File: src/rtl/bit_stream_serializer_if.sv
// Load-side valid/ready handshake for bit_stream_serializer.
// The master drives words in and the slave accepts them.
interface bit_stream_serializer_if #(
  parameter int WIDTH = 8
);
  logic [WIDTH-1:0] Load_Data;
  logic             Load_Valid;
  logic             Load_Ready;

  modport master (
    output Load_Data,
    output Load_Valid,
    input  Load_Ready
  );

  modport slave (
    input  Load_Data,
    input  Load_Valid,
    output Load_Ready
  );
endinterface

File: src/rtl/bit_stream_serializer.sv
// Parallel-in serial-out stage feeding the Moore sequence detector.
// Define SER_PARITY_EN to append an even-parity bit after each word.
module bit_stream_serializer #(
  parameter int WIDTH      = 8,
  parameter bit MSB_FIRST  = 1'b1,
  parameter bit IDLE_LEVEL = 1'b0
) (
  input  logic                  Clock,
  input  logic                  Reset_n,
  bit_stream_serializer_if.slave load,
  output logic                  Dout,
  output logic                  Dout_Valid,
  output logic                  Busy,
  output logic                  Word_Done
);

  localparam int            CW   = $clog2(WIDTH);
  localparam logic [CW-1:0] LAST = CW'(WIDTH - 1);

  typedef enum logic [1:0] {
    S_IDLE   = 2'd0,
    S_SHIFT  = 2'd1,
    S_PARITY = 2'd2
  } state_t;

  state_t           r_state;
  state_t           w_state_nxt;
  logic [WIDTH-1:0] r_shift;
  logic [WIDTH-1:0] w_shift_nxt;
  logic [CW-1:0]    r_cnt;
  logic [CW-1:0]    w_cnt_nxt;
  logic             r_dout;
  logic             w_dout_nxt;
  logic             w_last_data;
  logic             w_final;
  logic             w_ready;
  logic             w_accept;
`ifdef SER_PARITY_EN
  logic             r_par;
  logic             w_par_nxt;
`endif

  function automatic logic f_head(
    input logic [WIDTH-1:0] v
  );
    return MSB_FIRST ? v[WIDTH-1] : v[0];
  endfunction

  function automatic logic [WIDTH-1:0] f_advance(
    input logic [WIDTH-1:0] v
  );
    if (MSB_FIRST)
      return {v[WIDTH-2:0], 1'b0};
    return {1'b0, v[WIDTH-1:1]};
  endfunction

  assign w_last_data = (r_state == S_SHIFT)
                    && (r_cnt == LAST);

`ifdef SER_PARITY_EN
  assign w_final = (r_state == S_PARITY);
`else
  assign w_final = w_last_data;
`endif

  assign w_ready  = (r_state == S_IDLE) || w_final;
  assign w_accept = load.Load_Valid && w_ready;

  // State register
  always_ff @(posedge Clock or negedge Reset_n) begin
    if (!Reset_n)
      r_state <= S_IDLE;
    else
      r_state <= w_state_nxt;
  end

  // Next-state logic
  always_comb begin
    w_state_nxt = r_state;
    unique case (r_state)
      S_IDLE: begin
        if (w_accept)
          w_state_nxt = S_SHIFT;
      end
      S_SHIFT: begin
        if (w_last_data) begin
`ifdef SER_PARITY_EN
          w_state_nxt = S_PARITY;
`else
          w_state_nxt = w_accept ? S_SHIFT : S_IDLE;
`endif
        end
      end
      S_PARITY: begin
        w_state_nxt = w_accept ? S_SHIFT : S_IDLE;
      end
      default: w_state_nxt = S_IDLE;
    endcase
  end

  // Datapath next values; accept and mid-word shift never overlap
  always_comb begin
    w_shift_nxt = r_shift;
    w_cnt_nxt   = r_cnt;
    unique case (1'b1)
      w_accept: begin
        w_shift_nxt = load.Load_Data;
        w_cnt_nxt   = '0;
      end
      ((r_state == S_SHIFT) && !w_last_data): begin
        w_shift_nxt = f_advance(r_shift);
        w_cnt_nxt   = r_cnt + CW'(1);
      end
      default: begin
        w_cnt_nxt   = '0;
      end
    endcase
  end

`ifdef SER_PARITY_EN
  assign w_par_nxt = w_accept ? ^load.Load_Data : r_par;
`endif

  // Dout is the bit that will be on the wire after the coming edge
  always_comb begin
    w_dout_nxt = IDLE_LEVEL;
    unique case (w_state_nxt)
      S_SHIFT:  w_dout_nxt = f_head(w_shift_nxt);
`ifdef SER_PARITY_EN
      S_PARITY: w_dout_nxt = r_par;
`endif
      default:  w_dout_nxt = IDLE_LEVEL;
    endcase
  end

  always_ff @(posedge Clock or negedge Reset_n) begin
    if (!Reset_n) begin
      r_shift <= '0;
      r_cnt   <= '0;
      r_dout  <= IDLE_LEVEL;
    end else begin
      r_shift <= w_shift_nxt;
      r_cnt   <= w_cnt_nxt;
      r_dout  <= w_dout_nxt;
    end
  end

`ifdef SER_PARITY_EN
  always_ff @(posedge Clock or negedge Reset_n) begin
    if (!Reset_n)
      r_par <= 1'b0;
    else
      r_par <= w_par_nxt;
  end
`endif

  // Output logic
  always_comb begin
    load.Load_Ready = w_ready;
    Busy            = (r_state != S_IDLE);
    Dout_Valid      = (r_state != S_IDLE);
    Word_Done       = w_final;
    Dout            = r_dout;
  end

endmodule

File: src/flat_wrapper.sv
// flat-port wrapper written by rule: the top's interface ports become plain ports
module bit_stream_serializer_flat 
#(
  parameter int WIDTH      = 8,
  parameter bit MSB_FIRST  = 1'b1,
  parameter bit IDLE_LEVEL = 1'b0
)
  (Clock, Reset_n, Dout, Dout_Valid, Busy, Word_Done, load_Load_Data, load_Load_Valid, load_Load_Ready);
  bit_stream_serializer_if #(.WIDTH(WIDTH)) load_i ();
  input  logic Clock;
  input  logic Reset_n;
  output logic Dout;
  output logic Dout_Valid;
  output logic Busy;
  output logic Word_Done;
  input wire logic [$bits(load_i.Load_Data)-1:0] load_Load_Data;
  input wire logic [$bits(load_i.Load_Valid)-1:0] load_Load_Valid;
  output wire logic [$bits(load_i.Load_Ready)-1:0] load_Load_Ready;
  assign load_i.Load_Data = load_Load_Data;
  assign load_i.Load_Valid = load_Load_Valid;
  assign load_Load_Ready = load_i.Load_Ready;
  bit_stream_serializer #(.WIDTH(WIDTH), .MSB_FIRST(MSB_FIRST), .IDLE_LEVEL(IDLE_LEVEL)) u_core (.Clock(Clock), .Reset_n(Reset_n), .load(load_i), .Dout(Dout), .Dout_Valid(Dout_Valid), .Busy(Busy), .Word_Done(Word_Done));
endmodule
File: config.mk
export PLATFORM = sky130hd
export DESIGN_NAME = bit_stream_serializer_flat
export DESIGN_NICKNAME = d
export VERILOG_FILES = /design/src/rtl/bit_stream_serializer_if.sv /design/src/rtl/bit_stream_serializer.sv /design/src/flat_wrapper.sv
export SDC_FILE = /design/constraint.sdc
export NUM_CORES = 1
export LEC_CHECK = 0
export BUFFER_PORTS_ARGS = -buffer_cell sky130_fd_sc_hd__buf_2
export CELL_PAD_IN_SITES_DETAIL_PLACEMENT = 0
export CELL_PAD_IN_SITES_GLOBAL_PLACEMENT = 1
export CORE_MARGIN = 2
export CORE_UTILIZATION = 41
export DETAILED_ROUTE_END_ITERATION = 6
export PLACE_DENSITY = 0.88
export SLEW_MARGIN = 20
export SYNTH_ARGS = -nofsm -noshare
export SYNTH_HDL_FRONTEND = slang
export SYNTH_SLANG_ARGS = --single-unit
File: constraint.sdc
create_clock -name Clock -period 2.3 [get_ports Clock]
set_input_delay 0.23 -clock Clock [delete_from_list [all_inputs] [get_ports Clock]]
set_output_delay 0.23 -clock Clock [all_outputs]
set_load 0.005 [all_outputs]
**After elaboration in Yosys (flattened, before gate mapping)**

Index checks and enable logic that the tools add are counted.

- Bits in registers: 14
- Input bits: 11
- Output and inout bits: 5
- Logic and storage cells: 27

- $add $sub $neg: 1
- Equal/unequal tests: 4
- Muxes and demuxes: 9
- Reduce and logical (&&, ||, !) cells: 8

Operators by type and width:

| cell | number |
|---|---|
| $pmux W8 S2 | 1 |
| $mux W8 | 1 |
| $pmux W2 S3 | 1 |
| $eq A2 B1 Y1 const B | 2 |
| $mux W2 | 2 |
| $reduce_bool A2 Y1 | 2 |
| $add A3 B1 Y3 const B | 1 |
| $eq A3 B3 Y1 const B | 1 |
| $logic_and A1 B1 Y1 | 3 |
| $mux W1 | 3 |
| $mux W3 | 1 |
| $eq A2 B2 Y1 const B | 1 |
| $logic_not A2 Y1 | 1 |
| $logic_not A1 Y1 | 1 |
| $logic_or A1 B1 Y1 | 1 |

**Logic depth before layout (Yosys ltp)**

Gate-level depths: netlist (run 1).

- Depth in word-level cells: 9
- Mapped depth: 5
- Gate-level depth less buffers: 5

**Least setup slack after synthesis (run 1)**

OpenSTA, ideal clock, no wires.

- Path type: register to register
- Start: register u_core.r_cnt[0]
- End: register u_core.r_shift[1]
- Setup time: 126 ps
- Arrival: 1,378 ps
- Data required time: 2,174 ps
- Path slack: 796 ps
- Cell stages (with the launch flop): 6
- Period minus slack after synthesis: 1,504 ps
- Cell sequence: dfrtp_1 ha_1 ha_1 nor2b_4 o21bai_4 a221o_1

- Word-level cells in the longest chain between the ends: 5

Ends and longest elaborated chain:

| what | RTL line | source |
|---|---|---|
| start, declared | bit_stream_serializer.sv:30 | `logic [CW-1:0] r_cnt;` |
| start signal, assigned | bit_stream_serializer.sv:143 | `r_cnt <= w_cnt_nxt;` |
| $eq A3 B3 Y1 (*) | bit_stream_serializer.sv:58 | `&& (r_cnt == LAST);` |
| $logic_and A1 B1 Y1 (*) | bit_stream_serializer.sv:58 |  |
| $logic_not A1 Y1 or $logic_or A1 B1 Y1 (tied branches) | bit_stream_serializer.sv:110, bit_stream_serializer.sv:66 |  |
| $logic_and A1 B1 Y1 (on tied branches) | bit_stream_serializer.sv:110, bit_stream_serializer.sv:67 |  |
| $pmux W8 S2 or $reduce_bool A2 Y1 (tied branches) | - |  |
| end signal, assigned | bit_stream_serializer.sv:142 | `r_shift <= w_shift_nxt;` |
| end, declared | bit_stream_serializer.sv:28 | `logic [WIDTH-1:0] r_shift;` |

Mark *: on every way between the ends. The rest lies on a longest branch, timed or not.
A chain may end at the register's enable or synchronous reset.

**Worst setup path in the final report (run 1)**

- Start: register u_core.r_cnt[0]
- End: output load_Load_Ready

- Word-level cells in the longest chain between the ends: 3

Ends and longest elaborated chain:

| what | RTL line | source |
|---|---|---|
| $eq A3 B3 Y1 | bit_stream_serializer.sv:58 |  |
| $logic_and A1 B1 Y1 | bit_stream_serializer.sv:58 |  |
| $logic_or A1 B1 Y1 | bit_stream_serializer.sv:66 | `assign w_ready = (r_state == S_IDLE) \|\| w_final;` |
| end, declared | flat_wrapper.sv:18 | `output wire logic [$bits(load_i.Load_Ready)-1:0] load_Load_Ready;` |

No other way between the ends.

==> key figures, run 1 <==
Synth
  – YS warnings: 0
  – Average size of a mapped cell: 13.42 sq um
  – XOR/XNOR Fraction of Synth Area: 0%
  – Mux contribution to synthesized area: 1.695%
  – Syn_nets: 57
  – Synth Area in Compound Gates: 14.83%
  – Synth Register Bits: 13
  – Synth cell types: 17
  – Sequential cell area fraction in the yosys report: 55.08%
  – Post-synthesis cell count: 44
  – Largest family of logic cells by synthesized area: simple AND/OR/NAND/NOR gates
  – Mapped Area: 590.6 sq um
  – Simple-gate share of the synthesized area: 21.61%
  – Adder-cell area share of the yosys netlist: 4.237%

Setup path
  – Crit. End Element: output port
  – Req. time, crit path: 2.07 ns
  – Reg2reg start: u_core.r_cnt[0]
  – Reg2reg path depth: 5
  – Crit path DAT: 1.57 ns
  – Setup CP Type: reg -> out
  – CP Launch Type: flip-flop
  – Worst r2r dst: u_core.r_shift[6]
  – Setup slack, reg-to-reg: 0.70 ns
  – CP Max Fanout: 3

Die
  – FP Rows: 13
  – Initial core utilization: 44.82%
  – Die W: 41.95 um
  – Die H: 41.95 um
  – Core ar.: 0.001318 sq mm
  – IO Count: 16
  – Die Area: 0.001760 sq mm

CTS
  – # H-tree levels: 1
  – Worst-Skew Late Latency: 0.27 ns
  – Root buf cell: clkbuf_4
  – Worst-path clk slew: 0.08 ns
  – Clock Tree Buf Depth: 2
  – CTS tree: built
  – Inserted Clock Buffers: 3
  – Clock sink total: 13

Power
  – Internal cell power: 0.3587 mW
  – Switching share of power: 23.52%
  – Sequential Power Share: 57.0%
  – Peak VDD IR: 0.4087 mV
  – P_sw: 0.1103 mW
  – Clk pwr share: 29.0%
  – Gate power share: 14.0%
  – Pwr Density: 657.6 mW/mm^2
  – LEAKAGE: 0.3733 nW

Placed design
  – Buffers on Ports: 15
  – GP Congestion: 0.6794
  – Hpwl dp: 751.1 um
  – Area post-placement: 676.9 sq um
  – Place WS: 0.7028 ns
  – Placed cell count: 73

STA
  – Final Worst Setup Slack: 0.5019 ns
  – Slew Viols, Final: 0
  – Final worst-path cycle share: 78.18%
  – Fmax: 556.1 MHz
  – RSZ-0062 raised after global routing: no
  – Final setup TNS: 0 ns
  – Worst hold slack: 0.1835 ns
  – Fin Clk Skew: 0.006058 ns
  – Final hold vios: 0
  – Minimum clock period: 1.798 ns
  – Final setup fails: 0

Detailed routing
  – Via/cell ratio: 5.115
  – Total number of vias: 399
  – Starting DRT DRC Count: 5
  – TritonRoute pass-1 iters: 3
  – DRT antenna net count: 0
  – Final wirelength: 983 um
  – DRC Markers: 0
  – WL per Instance: 12.60 um

Global route
  – Vias in the first global route: 377
  – Pin count of the biggest net entering global routing: 14
  – Initial antenna violation count: 0
  – First-pass GRT wire length: 1676 um
  – Gr usage total: 13.15%
  – Total global routing overflow: 0

Worst hold path
  – Hold-critical path depth: 2
  – Worst Min Path Start: load_Load_Data[0]
  – Hold Path Class: in -> reg
  – Hold EP: u_core.r_shift[0]

Cells and area
  – Post-layout net count: 77
  – Finished layout cell area: 713.2 sq um
  – Share of layout cells above drive strength 1: 38.10%
  – Area Overhead vs Synth: 20.76%
  – Diodes inserted: 0
  – Final std cells w/o fill: 78

Outcome
  – Status: finished, final reports clean

Run
  – Max_cap viols: 0
## stage by stage
step / power (mW) / utilization, %
floorplan: 0.3093 / -
global placement: 0.3340 / 51.38
detailed placement: 0.3371 / 51.38
CTS: 0.4780 / 54.13
global route: 0.4946 / 54.13
finish: 0.4690 / 54.13
## placed cells by master, fill, tap and decap left out, drive strengths merged, types with 2 or more instances in the layout
cell    instances
a221o           6
and2            9
buf            15
clkbuf          4
dfrtp          13
ha              2
nor2b           2
nor3b           2
## repair_timing
item	in CTS	in global routing
buffers inserted	0	0
hold endpoints to repair	13	0
hold buffers	1	0
gates resized for setup	0	0
## power by group through the flow
| stage | clock network, mW | registers [mW] | logic [mW] |
|---|---|---|---|
| floorplan | 0 | 0.267 | 0.0424 |
| finish | 0.136 | 0.267 | 0.0655 |
| global route | 0.152 | 0.270 | 0.0727 |
| detailed placement | 0 | 0.271 | 0.0656 |
| global placement | 0 | 0.270 | 0.0636 |
| CTS | 0.144 | 0.267 | 0.0669 |
## critical path, cell delays in order, from the launching register on
cell,delay (ns)
dfrtp_1,0.38
ha_1,0.20
ha_1,0.24
and3b_2,0.23
nand2b_1,0.13
buf_2,0.12
## flip-flops by register name (all words and copies together), names as in the netlist
register / flops
u_core.r_shift: 7
u_core.Dout: 1
u_core.r_state: 2
u_core.r_cnt: 3
## Yosys cell counts
cell	n	area, sq um
dfrtp_1	13	325.3
o21bai_4	1	18.77
nor2_1	1	3.750
nor3b_2	2	25.02
buf_4	1	7.510
ha_1	2	25.02
nand2b_1	1	6.260
a22o_1	1	8.760
nor2b_4	1	13.76
mux2i_1	1	10.01
inv_1	1	3.750
and2_1	9	56.30
and3b_2	1	10.01
a221o_1	6	60.06
or2_2	1	6.260
conb_1	1	3.750
nor2b_1	1	6.260
## worst max path at each step
stage / startpoint / end / slack [ns] / depth (start not counted)
floorplan: u_core.r_cnt[0] / u_core.r_shift[1] / 0.80 / 5
detailed placement: u_core.r_cnt[0] / u_core.r_shift[2] / 0.70 / 5
global route: u_core.r_cnt[0] / load_Load_Ready / 0.40 / 5
global placement: u_core.r_cnt[0] / u_core.r_shift[1] / 0.72 / 5
CTS: u_core.r_cnt[0] / load_Load_Ready / 0.48 / 5
finish: u_core.r_cnt[0] / load_Load_Ready / 0.50 / 5
## kinds of logic (layout without fill, tap and decap cells)
group,count (synthesis),in the layout
adders and majority gates,2,2
muxes,1,1
buffers and inverters,2,21
DFF,13,13
other,1,1
AOI/OAI and AO/OA,8,8
and+or+nand+nor,17,17
## final cells by class
type,instances,area (sq um)
clock buffer,4,26.28
fill,121,604.3
inverter,1,3.754
multi-input combinational,29,254.0
sequential,13,325.3
tap,15,18.77
timing repair buffer,16,85.08
## routing by layer
metal	vias to the layer above	GRT usage, %	part of all wire, %	wire length, um
met4	0	7.742	3.0	29
li1	193	-	-	-
met5	-	0	0	0
met2	16	19.06	43	422
met1	185	16.39	46	450
met3	5	5.217	8.1	80
Power figures use the tool's default switching activity.
==> run 2: changes to the inputs <==
--- a/config.mk
+++ b/config.mk
@@ -9,9 +9,9 @@
 export CELL_PAD_IN_SITES_DETAIL_PLACEMENT = 0
 export CELL_PAD_IN_SITES_GLOBAL_PLACEMENT = 1
 export CORE_MARGIN = 2
-export CORE_UTILIZATION = 41
+export CORE_UTILIZATION = 38
 export DETAILED_ROUTE_END_ITERATION = 6
-export PLACE_DENSITY = 0.88
+export PLACE_DENSITY = 0.84
 export SLEW_MARGIN = 20
 export SYNTH_ARGS = -nofsm -noshare
 export SYNTH_HDL_FRONTEND = slang
==> constraint.sdc (replaced) <==
create_clock -name Clock -period 1.85 [get_ports Clock]
set_input_delay 0.185 -clock Clock [delete_from_list [all_inputs] [get_ports Clock]]
set_output_delay 0.185 -clock Clock [all_outputs]
set_load 0.005 [all_outputs]
==> key figures, run 2 (synthesis results as in run 1) <==
STA
  – Final Worst Setup Slack: 0.1011 ns
  – Slew Viols, Final: 0
  – Final setup fails: 0
  – Final hold vios: 0
  – Final setup TNS: 0 ns
  – Worst hold slack: 0.1351 ns
  – RSZ-0062 raised after global routing: no
  – Final worst-path cycle share: 94.53%
  – Fmax: 571.8 MHz
  – Minimum clock period: 1.749 ns
  – Fin Clk Skew: 0.003394 ns

Worst hold path
  – Hold Path Class: in -> reg

Global route
  – Total global routing overflow: 0
  – Initial antenna violation count: 0
  – Vias in the first global route: 368
  – First-pass GRT wire length: 1545 um
  – Gr usage total: 11.62%
  – Pin count of the biggest net entering global routing: 14

Detailed routing
  – Via/cell ratio: 4.797
  – Total number of vias: 379
  – DRC Markers: 0
  – WL per Instance: 11.18 um
  – TritonRoute pass-1 iters: 3
  – Final wirelength: 883 um
  – DRT antenna net count: 0
  – Starting DRT DRC Count: 7

Power
  – Pwr Density: 808.5 mW/mm^2
  – Peak VDD IR: 0.3938 mV
  – LEAKAGE: 0.3733 nW
  – Final total power: 0.5777 mW

Setup path
  – Req. time, crit path: 1.66 ns
  – CP Launch Type: flip-flop
  – Setup slack, reg-to-reg: 0.26 ns
  – CP Max Fanout: 3
  – Crit path DAT: 1.56 ns
  – Crit. End Element: output port
  – Setup CP Type: reg -> out

Outcome
  – Status: finished, final reports clean

Run
  – Max_cap viols: 0

CTS
  – Setup repair bufs after CTS: 0
  – Inserted Clock Buffers: 3
  – Worst-path clk slew: 0.07 ns
  – CTS tree: built
  – Clock Tree Buf Depth: 2
  – Cells resized by post-CTS repair: 0
  – # H-tree levels: 1
  – Root buf cell: clkbuf_4
  – Worst-Skew Late Latency: 0.27 ns
  – Clock sink total: 13

Die
  – IO Count: 16
  – Die Area: 0.001885 sq mm
  – Initial core utilization: 39.66%
  – Die H: 43.42 um
  – FP Rows: 14
  – Core ar.: 0.001489 sq mm
  – Die W: 43.42 um

Placed design
  – Buffers on Ports: 15
  – Place WS: 0.2525 ns
  – GP Congestion: 0.6127
  – Hpwl dp: 677.8 um

Cells and area
  – Post-layout net count: 77
  – Commonest non-fill, non-tap cell in the layout: buf_2
  – Core Util, Final: 47.98%
  – Reg with most FFs: u_core.r_shift
  – Diodes inserted: 0
  – Share of layout cells above drive strength 1: 38.10%
  – Flip-flop count of the largest register after layout: 7
  – Biggest regs: u_core.r_shift: 7 flops, u_core.r_cnt: 3 flops, u_core.r_state: 2 flops
  – Area Overhead vs Synth: 20.97%
  – Most frequent cells in the layout: 15 x buf_2, 13 x dfrtp_1, 9 x and2_1
==> run 2: cell counts in the layout (fill, tap and decap cells not counted) <==
Identical to the previous run, type by type.
==> run 2: worst paths after layout <==
path	from	endpoint	depth (start not counted)
min in group asynchronous	Reset_n	u_core.r_shift[2]	2
max reg2reg	u_core.r_cnt[0]	u_core.r_shift[1]	5
min reg2reg	u_core.r_cnt[0]	u_core.r_cnt[0]	1
max in group asynchronous	Reset_n	u_core.r_state[1]	2
min	load_Load_Data[0]	u_core.r_shift[0]	2
max	u_core.r_cnt[0]	load_Load_Ready	5
==> run 2: critical path: stages (launching register included) <==
cell,delay [ns]
dfrtp_1,0.39
ha_1,0.20
ha_1,0.23
and3b_2,0.23
nand2b_1,0.13
buf_2,0.12
==> run 2: per-layer routing <==
metal	track usage [%]	share of wire, %	up-vias
met3	3.750	7.2	4
met2	16.72	40	16
met4	9.091	2.5	0
li1	-	-	194
met1	14.32	51	165
met5	0	0	-
==> run 2: layout make-up <==
class / count / area [sq um]
clock buffers: 4 / 26.28
fillers: 145 / 774.5
inverters: 1 / 3.754
multi-input cells: 29 / 254.0
flip-flops and latches: 13 / 325.3
well taps: 16 / 20.02
repair buffers: 16 / 85.08
==> run 2: repair_timing <==
item                                    CTS  global route
hold buffers                              1             0
endpoints found under the setup margin    0             0
hold endpoints to repair                 13             0
==> run 2: report_power, final <==
part	switching, mW	leakage, nW	internal (mW)
clock network	0.0832	0.0150	0.0835
registers	0.0156	0.168	0.315
logic	0.0332	0.191	0.0476
total	0.132	0.373	0.446
==> run 2: per-stage QoR <==
step	area (sq um)	cells
after floorplan	590.6	44
after global placement	678.2	74
after detailed placement	678.2	74
after CTS	714.4	79
after global routing	714.4	79
final	714.4	79
==> run 3: changes to the inputs <==
==> constraint.sdc (replaced) <==
create_clock -name Clock -period 1.85 [get_ports Clock]
set_input_delay 0.185 -clock Clock [delete_from_list [all_inputs] [get_ports Clock]]
set_output_delay 0.185 -clock Clock [all_outputs]
set_load 0.05 [all_outputs]
==> key figures, run 3 (synthesis results as in run 1) <==
Setup path
  – Crit. End Element: output port
  – Crit path DAT: 1.59 ns
  – Reg2reg start: u_core.r_cnt[0]
  – CP cell instances: ha_1 -> ha_2 -> and3b_2 -> nand2b_1 -> buf_4
  – Setup CP Type: reg -> out
  – Setup slack, reg-to-reg: 0.30 ns
  – Req. time, crit path: 1.66 ns
  – CP startpoint: u_core.r_cnt[0]
  – CP peak stage delay: 0.39 ns
  – Critical-path top delay cell: dfrtp_1
  – CP Capture Point: load_Load_Ready
  – CP Max Fanout: 3
  – Reg2reg path depth: 5
  – CP Launch Type: flip-flop
  – Worst r2r dst: u_core.r_shift[1]

Outcome
  – Status: finished, final reports clean

Die
  – Die H: 43.42 um
  – Core ar.: 0.001489 sq mm
  – Initial core utilization: 39.66%
  – IO Count: 16
  – Die W: 43.42 um
  – FP Rows: 14
  – Die Area: 0.001885 sq mm

Cells and area
  – Reg area: 325.3 sq um
  – Most frequent cells in the layout: 14 x buf_2, 13 x dfrtp_1, 9 x and2_1
  – Share of layout cells above drive strength 1: 40.63%
  – Biggest regs: u_core.r_shift: 7 flops, u_core.r_cnt: 3 flops, u_core.r_state: 2 flops
  – Multi-input gate area: 256.5 sq um
  – Commonest non-fill, non-tap cell in the layout: buf_2
  – Reg with most FFs: u_core.r_shift
  – Number of fill cells: 145
  – Finished layout cell area: 726.9 sq um
  – Area Overhead vs Synth: 23.09%
  – Flip-flop count of the largest register after layout: 7
  – Post-layout net count: 78
  – Diodes inserted: 0

CTS
  – # H-tree levels: 1
  – Worst-path clk slew: 0.07 ns
  – Inserted Clock Buffers: 3
  – CTS tree: built
  – Worst-Skew Late Latency: 0.27 ns
  – Clock Tree Buf Depth: 2
  – Root buf cell: clkbuf_4
  – Clock sink total: 13

STA
  – Fmax: 564.8 MHz
  – RSZ-0062 raised after global routing: no
  – Final setup TNS: 0 ns
  – Final worst-path cycle share: 95.71%
  – Minimum clock period: 1.771 ns
  – Final hold vios: 0
  – Worst hold slack: 0.1344 ns
  – Fin Clk Skew: 0.003226 ns
  – Slew Viols, Final: 0
  – Final Worst Setup Slack: 0.07943 ns
  – Final setup fails: 0

Placed design
  – Area post-placement: 678.2 sq um
  – Hpwl dp: 677.8 um
  – GP Congestion: 0.6127
  – Buffers on Ports: 15
  – Place WS: 0.2525 ns

Power
  – Pwr Density: 828.3 mW/mm^2
  – Peak VDD IR: 0.3985 mV
  – LEAKAGE: 0.3759 nW
  – Final total power: 0.6022 mW

Global route
  – Gr usage total: 11.62%
  – First-pass GRT wire length: 1545 um
  – Pin count of the biggest net entering global routing: 14
  – Initial antenna violation count: 0
  – Vias in the first global route: 368
  – Total global routing overflow: 0

Detailed routing
  – Total number of vias: 386
  – Via/cell ratio: 4.825
  – TritonRoute pass-1 iters: 3
  – DRT antenna net count: 0
  – DRC Markers: 0
  – WL per Instance: 11.25 um
  – Starting DRT DRC Count: 10
  – Final wirelength: 900 um

Run
  – Max_cap viols: 0

Worst hold path
  – Hold Path Class: in -> reg
==> run 3: cell count changes in the layout (fill, tap and decap cells not counted) <==
| cell | delta |
|---|---|
| buf_2 | -1 |
| ha_2 | +1 |
| buf_4 | +2 |
| ha_1 | -1 |
==> run 3: worst min path at each step <==
stage | startpoint | depth (start not counted) | slack, ns | endpoint
final | load_Load_Data[0] | 2 | 0.13 | u_core.r_shift[0]
after global routing | load_Load_Data[3] | 2 | 0.14 | u_core.r_shift[3]
after CTS | load_Load_Data[0] | 2 | 0.12 | u_core.r_shift[0]
after detailed placement | Reset_n | 1 | 0.08 | u_core.r_cnt[0]
after global placement | Reset_n | 1 | 0.08 | u_core.r_shift[0]
after floorplan | Reset_n | 0 | -0.11 | u_core.Dout
==> run 3: power breakdown <==
part / internal, mW / switching (mW)
combinational: 0.0500 / 0.0549
clock: 0.0836 / 0.0834
sequential: 0.315 / 0.0157
==> run 3: metal layers <==
layer | track usage [%] | up-vias | wire [um]
li1 | - | 196 | -
met1 | 14.32 | 170 | 453
met2 | 16.72 | 16 | 358
met3 | 3.750 | 4 | 64
met4 | 9.091 | 0 | 23
met5 | 0 | - | 0
==> run 3: worst max-delay path: cells and delay by family (launching register included) <==
family | cells | cell delay [ns]
adder cells (fa/ha/maj) | 2 | 0.40
flip-flops | 1 | 0.39
AND/OR/NAND/NOR | 2 | 0.35
buffers and inverters | 1 | 0.18
==> run 3: per-stage QoR <==
step                      util [%]  std cells
final                        48.82         80
after global routing         48.82         80
after CTS                    48.15         79
after detailed placement     45.55         74
after global placement       45.55         74
after floorplan                  -         44
==> run 3: repair_timing <==
item / 4_1_cts / 5_1_grt
gates resized for setup: 1 / 1
hold endpoints to repair: 13 / 0
hold buffers: 1 / 0
buffers inserted: 0 / 1
endpoints found under the setup margin: 1 / 1
==> run 3: layout make-up <==
class / instances / share of cell area, %
Timing Repair Buffer: 17 / 13.08
Clock buffer: 4 / 3.614
Multi-Input combinational cell: 29 / 35.28
Tap cell: 16 / 2.754
Sequential cell: 13 / 44.75
Inverter: 1 / 0.5164
